**src/rtl/itlb_refill_ctrl_pkg.sv**
```systemverilog
// Shared types for the ITLB refill walker: Sv32 PTE layout, walk states, widths.
// Superpage fills are enabled by defining ITLB_SUPERPAGE_EN; ITLB_ASSOC sets the default way count.
`ifndef ITLB_ASSOC
`define ITLB_ASSOC 4
`endif

package itlb_refill_ctrl_pkg;

  localparam int PTE_W   = 32;
  localparam int VPN_W   = 20;
  localparam int PPN_W   = 22;
  localparam int PADDR_W = 34;
  localparam int FLAGS_W = 8;

  localparam int PTE_V       = 0;
  localparam int PTE_R       = 1;
  localparam int PTE_W_BIT   = 2;
  localparam int PTE_X       = 3;
  localparam int PTE_U       = 4;
  localparam int PTE_G       = 5;
  localparam int PTE_A       = 6;
  localparam int PTE_D       = 7;
  localparam int PTE_PPN_LSB = 10;

  typedef struct packed {
    logic [PPN_W-1:0] ppn;
    logic [1:0]       rsw;
    logic             d;
    logic             a;
    logic             g;
    logic             u;
    logic             x;
    logic             w;
    logic             r;
    logic             v;
  } sv32_pte_t;

  typedef enum logic [2:0] {
    ST_IDLE    = 3'd0,
    ST_L1_REQ  = 3'd1,
    ST_L1_WAIT = 3'd2,
    ST_L0_REQ  = 3'd3,
    ST_L0_WAIT = 3'd4,
    ST_FILL    = 3'd5,
    ST_FAULT   = 3'd6
  } itlb_walk_state_e;

  // Byte address of a 4-byte PTE inside the page-table page at base.
  function automatic logic [PADDR_W-1:0] pte_addr(input logic [PPN_W-1:0] base,
                                                  input logic [9:0] idx);
    return {base, idx, 2'b00};
  endfunction

endpackage

```
**src/rtl/itlb_refill_ctrl_if.sv**
```systemverilog
// Bundle between fetch, the refill walker, the memory arbiter and the ITLB arrays.
// Handshake: a request transfers on a cycle where valid and ready are both high; valid and
// its payload stay stable until then. Responses and fill/fault are single-cycle pulses.
interface itlb_refill_ctrl_if
  import itlb_refill_ctrl_pkg::*;
#(
  parameter int ASSOC = `ITLB_ASSOC
);
  localparam int WAY_W = (ASSOC > 1) ? $clog2(ASSOC) : 1;

  logic               miss_valid;
  logic [31:0]        miss_vaddr;
  logic               miss_ready;
  logic [PPN_W-1:0]   satp_ppn;
  logic               flush;
  logic               mem_req_valid;
  logic [PADDR_W-1:0] mem_req_addr;
  logic               mem_req_ready;
  logic               mem_resp_valid;
  logic [PTE_W-1:0]   mem_resp_data;
  logic               fill_valid;
  logic [WAY_W-1:0]   fill_way;
  logic [VPN_W-1:0]   fill_vpn;
  logic [PPN_W-1:0]   fill_ppn;
  logic [FLAGS_W-1:0] fill_flags;
  logic               fill_super;
  logic               fault_valid;
  logic [31:0]        fault_vaddr;
  logic               busy;
  itlb_walk_state_e   dbg_state;

  modport master (
    input  miss_valid, miss_vaddr, satp_ppn, flush, mem_req_ready, mem_resp_valid, mem_resp_data,
    output miss_ready, mem_req_valid, mem_req_addr, fill_valid, fill_way, fill_vpn, fill_ppn,
           fill_flags, fill_super, fault_valid, fault_vaddr, busy, dbg_state
  );

  modport slave (
    output miss_valid, miss_vaddr, satp_ppn, flush, mem_req_ready, mem_resp_valid, mem_resp_data,
    input  miss_ready, mem_req_valid, mem_req_addr, fill_valid, fill_way, fill_vpn, fill_ppn,
           fill_flags, fill_super, fault_valid, fault_vaddr, busy, dbg_state
  );

endinterface

```
**src/rtl/itlb_refill_ctrl_pte_check.sv**
```systemverilog
// Combinational Sv32 PTE decode: leaf detection, permission/format fault, superpage alignment.
module itlb_pte_check
  import itlb_refill_ctrl_pkg::*;
(
  input  sv32_pte_t pte,
  input  logic      level1,
  output logic      is_leaf,
  output logic      fault,
  output logic      misaligned_super
);

  logic unused_bits;
  assign unused_bits = ^{pte.rsw, pte.d, pte.g, pte.u};

  always_comb begin
    is_leaf          = pte.r | pte.x;
    // Instruction fetch needs X, and A is not updated in hardware, so both fault.
    fault            = !pte.v | (!pte.r & pte.w) | (is_leaf & (!pte.x | !pte.a));
    misaligned_super = level1 & is_leaf & (pte.ppn[9:0] != 10'd0);
  end

endmodule

```
**src/rtl/itlb_refill_ctrl.sv**
```systemverilog
// ITLB refill walker: Sv32 two-level page walk on one memory port, then one fill or fault pulse.
// Optional feature macro: ITLB_SUPERPAGE_EN (4 MiB leaves at level 1 fill instead of faulting).
module itlb_refill_ctrl
  import itlb_refill_ctrl_pkg::*;
#(
  parameter int ASSOC = `ITLB_ASSOC
) (
  input logic                i_clk,
  input logic                i_rst_n,
  itlb_refill_ctrl_if.master bus
);

  localparam int WAY_W = (ASSOC > 1) ? $clog2(ASSOC) : 1;

  itlb_walk_state_e   state_q, state_d;
  logic [31:0]        vaddr_q, vaddr_d;
  logic               abort_q, abort_d;
  logic [WAY_W-1:0]   victim_q, victim_d;
  logic [PADDR_W-1:0] req_addr_q, addr_d;
  logic               req_valid_q;
  logic               fill_valid_q;
  logic [WAY_W-1:0]   fill_way_q;
  logic [VPN_W-1:0]   fill_vpn_q;
  logic [PPN_W-1:0]   fill_ppn_q, fill_ppn_d;
  logic [FLAGS_W-1:0] fill_flags_q;
  logic               fault_valid_q;
  logic [31:0]        fault_vaddr_q;
  logic               busy_q;
`ifdef ITLB_SUPERPAGE_EN
  logic               fill_super_q, fill_super_d;
`endif

  sv32_pte_t resp_pte;
  logic      chk_leaf, chk_fault, chk_misaligned;

  assign resp_pte = sv32_pte_t'(bus.mem_resp_data);

  itlb_pte_check u_pte_check (
    .pte              (resp_pte),
    .level1           (state_q == ST_L1_WAIT),
    .is_leaf          (chk_leaf),
    .fault            (chk_fault),
    .misaligned_super (chk_misaligned)
  );

  always_comb begin
    state_d    = state_q;
    vaddr_d    = vaddr_q;
    abort_d    = abort_q;
    victim_d   = victim_q;
    addr_d     = req_addr_q;
    fill_ppn_d = resp_pte.ppn;
`ifdef ITLB_SUPERPAGE_EN
    fill_super_d = 1'b0;
`endif
    unique case (state_q)
      ST_IDLE: begin
        abort_d = 1'b0;
        if (bus.flush) begin
          victim_d = '0;
        end else if (bus.miss_valid) begin
          vaddr_d = bus.miss_vaddr;
          addr_d  = pte_addr(bus.satp_ppn, bus.miss_vaddr[31:22]);
          state_d = ST_L1_REQ;
        end
      end
      // A flush cannot withdraw an offered request; it only marks the walk for discard.
      ST_L1_REQ, ST_L0_REQ: begin
        if (bus.flush) abort_d = 1'b1;
        if (bus.mem_req_ready) state_d = (state_q == ST_L1_REQ) ? ST_L1_WAIT : ST_L0_WAIT;
      end
      ST_L1_WAIT: begin
        if (bus.flush) abort_d = 1'b1;
        if (bus.mem_resp_valid) begin
          abort_d = 1'b0;
          if (abort_q || bus.flush) begin
            state_d = ST_IDLE;
          end else if (chk_fault) begin
            state_d = ST_FAULT;
          end else if (!chk_leaf) begin
            addr_d  = pte_addr(resp_pte.ppn, vaddr_q[21:12]);
            state_d = ST_L0_REQ;
          end else begin
`ifdef ITLB_SUPERPAGE_EN
            if (chk_misaligned) begin
              state_d = ST_FAULT;
            end else begin
              state_d      = ST_FILL;
              fill_super_d = 1'b1;
              fill_ppn_d   = {resp_pte.ppn[21:10], vaddr_q[21:12]};
            end
`else
            state_d = ST_FAULT;
`endif
          end
        end
      end
      ST_L0_WAIT: begin
        if (bus.flush) abort_d = 1'b1;
        if (bus.mem_resp_valid) begin
          abort_d = 1'b0;
          if (abort_q || bus.flush)        state_d = ST_IDLE;
          else if (chk_fault || !chk_leaf) state_d = ST_FAULT;
          else                             state_d = ST_FILL;
        end
      end
      ST_FILL: begin
        abort_d  = 1'b0;
        victim_d = (victim_q == WAY_W'(ASSOC - 1)) ? '0 : victim_q + WAY_W'(1);
        state_d  = ST_IDLE;
      end
      ST_FAULT: begin
        abort_d = 1'b0;
        state_d = ST_IDLE;
      end
      default: state_d = ST_IDLE;
    endcase
  end

  always_ff @(posedge i_clk or negedge i_rst_n) begin
    if (!i_rst_n) begin
      state_q       <= ST_IDLE;
      vaddr_q       <= '0;
      abort_q       <= 1'b0;
      victim_q      <= '0;
      req_valid_q   <= 1'b0;
      req_addr_q    <= '0;
      fill_valid_q  <= 1'b0;
      fill_way_q    <= '0;
      fill_vpn_q    <= '0;
      fill_ppn_q    <= '0;
      fill_flags_q  <= '0;
      fault_valid_q <= 1'b0;
      fault_vaddr_q <= '0;
      busy_q        <= 1'b0;
`ifdef ITLB_SUPERPAGE_EN
      fill_super_q  <= 1'b0;
`endif
    end else begin
      state_q       <= state_d;
      vaddr_q       <= vaddr_d;
      abort_q       <= abort_d;
      victim_q      <= victim_d;
      req_valid_q   <= (state_d == ST_L1_REQ) || (state_d == ST_L0_REQ);
      req_addr_q    <= addr_d;
      fill_valid_q  <= (state_d == ST_FILL);
      fault_valid_q <= (state_d == ST_FAULT);
      busy_q        <= (state_d != ST_IDLE);
      if (state_d == ST_FILL) begin
        fill_way_q   <= victim_q;
        fill_vpn_q   <= vaddr_q[31:12];
        fill_ppn_q   <= fill_ppn_d;
        fill_flags_q <= bus.mem_resp_data[FLAGS_W-1:0];
`ifdef ITLB_SUPERPAGE_EN
        fill_super_q <= fill_super_d;
`endif
      end
      if (state_d == ST_FAULT) fault_vaddr_q <= vaddr_q;
    end
  end

  assign bus.miss_ready    = (state_q == ST_IDLE) && !bus.flush;
  assign bus.mem_req_valid = req_valid_q;
  assign bus.mem_req_addr  = req_addr_q;
  assign bus.fill_valid    = fill_valid_q;
  assign bus.fill_way      = fill_way_q;
  assign bus.fill_vpn      = fill_vpn_q;
  assign bus.fill_ppn      = fill_ppn_q;
  assign bus.fill_flags    = fill_flags_q;
  assign bus.fault_valid   = fault_valid_q;
  assign bus.fault_vaddr   = fault_vaddr_q;
  assign bus.busy          = busy_q;
  assign bus.dbg_state     = state_q;
`ifdef ITLB_SUPERPAGE_EN
  assign bus.fill_super    = fill_super_q;
`else
  logic unused_misaligned;
  assign unused_misaligned = chk_misaligned;
  assign bus.fill_super    = 1'b0;
`endif

endmodule
```
**src/flat_wrapper.sv**
```systemverilog
// flat-port wrapper written by rule: the top's interface ports become plain ports
module itlb_refill_ctrl_flat import itlb_refill_ctrl_pkg::*;
#(
  parameter int ASSOC = `ITLB_ASSOC
)
  (i_clk, i_rst_n, bus_miss_valid, bus_miss_vaddr, bus_satp_ppn, bus_flush, bus_mem_req_ready, bus_mem_resp_valid, bus_mem_resp_data, bus_miss_ready, bus_mem_req_valid, bus_mem_req_addr, bus_fill_valid, bus_fill_way, bus_fill_vpn, bus_fill_ppn, bus_fill_flags, bus_fill_super, bus_fault_valid, bus_fault_vaddr, bus_busy, bus_dbg_state);
  itlb_refill_ctrl_if #(.ASSOC(ASSOC)) bus_i ();
  input logic i_clk;
  input logic i_rst_n;
  input wire logic [$bits(bus_i.miss_valid)-1:0] bus_miss_valid;
  input wire logic [$bits(bus_i.miss_vaddr)-1:0] bus_miss_vaddr;
  input wire logic [$bits(bus_i.satp_ppn)-1:0] bus_satp_ppn;
  input wire logic [$bits(bus_i.flush)-1:0] bus_flush;
  input wire logic [$bits(bus_i.mem_req_ready)-1:0] bus_mem_req_ready;
  input wire logic [$bits(bus_i.mem_resp_valid)-1:0] bus_mem_resp_valid;
  input wire logic [$bits(bus_i.mem_resp_data)-1:0] bus_mem_resp_data;
  output wire logic [$bits(bus_i.miss_ready)-1:0] bus_miss_ready;
  output wire logic [$bits(bus_i.mem_req_valid)-1:0] bus_mem_req_valid;
  output wire logic [$bits(bus_i.mem_req_addr)-1:0] bus_mem_req_addr;
  output wire logic [$bits(bus_i.fill_valid)-1:0] bus_fill_valid;
  output wire logic [$bits(bus_i.fill_way)-1:0] bus_fill_way;
  output wire logic [$bits(bus_i.fill_vpn)-1:0] bus_fill_vpn;
  output wire logic [$bits(bus_i.fill_ppn)-1:0] bus_fill_ppn;
  output wire logic [$bits(bus_i.fill_flags)-1:0] bus_fill_flags;
  output wire logic [$bits(bus_i.fill_super)-1:0] bus_fill_super;
  output wire logic [$bits(bus_i.fault_valid)-1:0] bus_fault_valid;
  output wire logic [$bits(bus_i.fault_vaddr)-1:0] bus_fault_vaddr;
  output wire logic [$bits(bus_i.busy)-1:0] bus_busy;
  output wire logic [$bits(bus_i.dbg_state)-1:0] bus_dbg_state;
  assign bus_i.miss_valid = bus_miss_valid;
  assign bus_i.miss_vaddr = bus_miss_vaddr;
  assign bus_i.satp_ppn = bus_satp_ppn;
  assign bus_i.flush = bus_flush;
  assign bus_i.mem_req_ready = bus_mem_req_ready;
  assign bus_i.mem_resp_valid = bus_mem_resp_valid;
  assign bus_i.mem_resp_data = bus_mem_resp_data;
  assign bus_miss_ready = bus_i.miss_ready;
  assign bus_mem_req_valid = bus_i.mem_req_valid;
  assign bus_mem_req_addr = bus_i.mem_req_addr;
  assign bus_fill_valid = bus_i.fill_valid;
  assign bus_fill_way = bus_i.fill_way;
  assign bus_fill_vpn = bus_i.fill_vpn;
  assign bus_fill_ppn = bus_i.fill_ppn;
  assign bus_fill_flags = bus_i.fill_flags;
  assign bus_fill_super = bus_i.fill_super;
  assign bus_fault_valid = bus_i.fault_valid;
  assign bus_fault_vaddr = bus_i.fault_vaddr;
  assign bus_busy = bus_i.busy;
  assign bus_dbg_state = bus_i.dbg_state;
  itlb_refill_ctrl #(.ASSOC(ASSOC)) u_core (.i_clk(i_clk), .i_rst_n(i_rst_n), .bus(bus_i));
endmodule
```
**config.mk**
```make
export PLATFORM = sky130hd
export DESIGN_NAME = itlb_refill_ctrl_flat
export DESIGN_NICKNAME = d
export VERILOG_FILES = /design/src/rtl/itlb_refill_ctrl_pkg.sv /design/src/rtl/itlb_refill_ctrl_if.sv /design/src/rtl/itlb_refill_ctrl_pte_check.sv /design/src/rtl/itlb_refill_ctrl.sv /design/src/flat_wrapper.sv
export SDC_FILE = /design/constraint.sdc
export NUM_CORES = 1
export LEC_CHECK = 0
export CAP_MARGIN = 25
export CORE_ASPECT_RATIO = 1.75
export CORE_MARGIN = 3
export CORE_UTILIZATION = 47
export DETAILED_ROUTE_END_ITERATION = 7
export PLACE_DENSITY = 0.8
export SLEW_MARGIN = 20
export SYNTH_ARGS = -nofsm -noshare
export SYNTH_HDL_FRONTEND = slang
export SYNTH_HIERARCHICAL = 1
export SYNTH_SLANG_ARGS = --single-unit
```
**constraint.sdc**
```tcl
create_clock -name i_clk -period 2.7 [get_ports i_clk]
set_input_delay 0.675 -clock i_clk [delete_from_list [all_inputs] [get_ports i_clk]]
set_output_delay 0.675 -clock i_clk [all_outputs]
set_load 0.1 [all_outputs]
```
==> flow_summary.yaml <==
outcome:
  status: "finished, final reports clean"
global_routing:
  grt_pass1_wl_um: 32400
  grt_pass1_vias: 6209
  grt_max_degree: 55
  grt_usage_pct: 24.5
  grt_overflow: 0
  antenna_found_initial: 0
clock_tree:
  cts_resized: 0
  post_cts_buffers: 0
  cts.sinks: 158
  ctsHoldBuffers: 0
  cts_tree: "done"
  cts_made_buffers: 17
  clockBufferDepth: 2
  ctsRootBufferMaster: "clkbuf_16"
  insertion_delay_ns: 0.42
  cts_max_level: 4
  clk_pin_slew_ns: 0.07
placed_design:
  dpl.hpwl_um: 14400
  place_congestion: 0.882
  dp_slack_ns: -0.235
  portBuffers: 213
sta:
  max_freq_mhz: 397
  period_share_pct: 93.4
  tns_ns: 0
  clock_skew_ns: 0.0111
  hold_viol: 0
  setup_viol: 0
  slew_violations: 0
  relSlewSlack_pct: 56.8
  rsz0062_at_grt: "false"
  fin_ws_ns: 0.179
  tightest_slew_ns: 0.644
  finalCriticalPeriod_ns: 2.52
critical_path:
  cp_cell_sequence: "clkdlybuf4s50_1, or2_2, nor3b_1, o2111ai_1, a22oi_4, buf_12, mux2_2"
  cp_num_buf_inv: 2
  crit_type: "in -> reg"
  crit_required_ns: 3.00
  setup.worst_path.end_class: "flip-flop"
  cp_data_arrival_time_ns: 2.82
  critPathMaxStageDelay_ns: 0.45
  critPathLaunchType: "primary input"
  worst-path-max-fanout: 37
  cp_slowest_cell: "clkdlybuf4s50_1"
  crit_family: "buffers and inverters"
  rrSetupSlack_ns: 0.49
detailed_routing:
  drc_errors: 0
  vias_per_cell: 5.73
  routedWlPerCell_um: 20.4
  ant_nets: 0
  drt-total-wl_um: 20200
  drt_iter0_markers: 231
  dr.pass1.iters: 5
  vias: 5651
yosys:
  syn-cell-area_um2: 7210
  syn_area_per_cell_um2: 12.4
  ys_warn_count: 6
  syn_inst: 579
final_layout:
  multi_input_area_um2: 2930
  fill_cells: 1129
  postLayoutCoreUtil_pct: 66.4
  final_nets: 885
  final_common_cell: "dfrtp_1"
  n_antenna_cell: 0
  area_growth_pct: 38.1
  register_area_um2: 3960
  layout_common_cells: "dfrtp_1, buf_4, mux2_2, clkdlybuf4s50_1"
  drive_gt1_share_pct: 43.0
job:
  drv_cap: 0
floorplan:
  dieArea_um2: 16900
  num_rows: 59
  ios: 219
  die_h_um: 170
  core_um2: 15000
  start_util_pct: 48.1
  fp.dieW_um: 99.6
min_path:
  hold_class: "in -> async"
[routing by layer]
layer	up-vias	wire length, µm	global-route usage (%)
met2	242	11000	43.2
met4	0	1120	13.7
met5	-	0	0
met1	2803	6910	27.1
met3	60	1170	5.00
li1	2546	-	-
[final cells by class]
type                       count  area share, %
tap                          183           2.30
clock inverter                13           1.33
multi-input combinational    335           29.5
clock buffer                  18           4.31
sequential                   158           39.8
inverter                      38           1.43
timing repair buffer         242           21.4
[sequential cells by signal, summed over array words and instances, names as in the netlist]
register,cells
u_core/bus.fill_ppn,22
u_core/bus.fault_vaddr,32
u_core/bus.busy,1
u_core/bus.mem_req_addr,32
u_core/vaddr_q,32
u_core/victim_q,2
u_core/bus.mem_req_valid,1
u_core/bus.fill_valid,1
u_core/bus.fill_vpn,20
u_core/abort_q,1
u_core/bus.fault_valid,1
u_core/bus.fill_flags,8
u_core/bus.fill_way,2
u_core/bus.dbg_state,3
[path summary, 6_finish.rpt]
| kind | start | end | depth (start not counted) |
|---|---|---|---|
| max reg2reg | u_core/bus.dbg_state[2] | u_core/bus.mem_req_addr[6] | 5 |
| min reg2reg | u_core/bus.fill_way[1] | u_core/bus.fill_way[1] | 1 |
| min | i_rst_n | u_core/bus.fault_vaddr[16] | 1 |
| max | bus_mem_resp_data[3] | u_core/bus.fill_vpn[10] | 7 |
| max in group asynchronous | i_rst_n | u_core/bus.fill_vpn[12] | 2 |
| min in group i_clk | u_core/bus.fill_way[1] | u_core/bus.fill_way[1] | 1 |
[metrics by stage]
| stage | cells | area, µm² | hold slack, ns |
|---|---|---|---|
| 4_1_cts | 987 | 9950 | 0.227 |
| 3_3_place_gp | 956 | 9390 | 0.474 |
| 5_1_grt | 987 | 9950 | 0.241 |
| 2_1_floorplan | 581 | 7310 | 0.379 |
| 6_report | 987 | 9950 | 0.207 |
| 3_5_place_dp | 956 | 9390 | 0.486 |
Power is left out: the tool's default activity adds up to more than one toggle a clock period on the data nets, which glitch-free logic cannot reach.
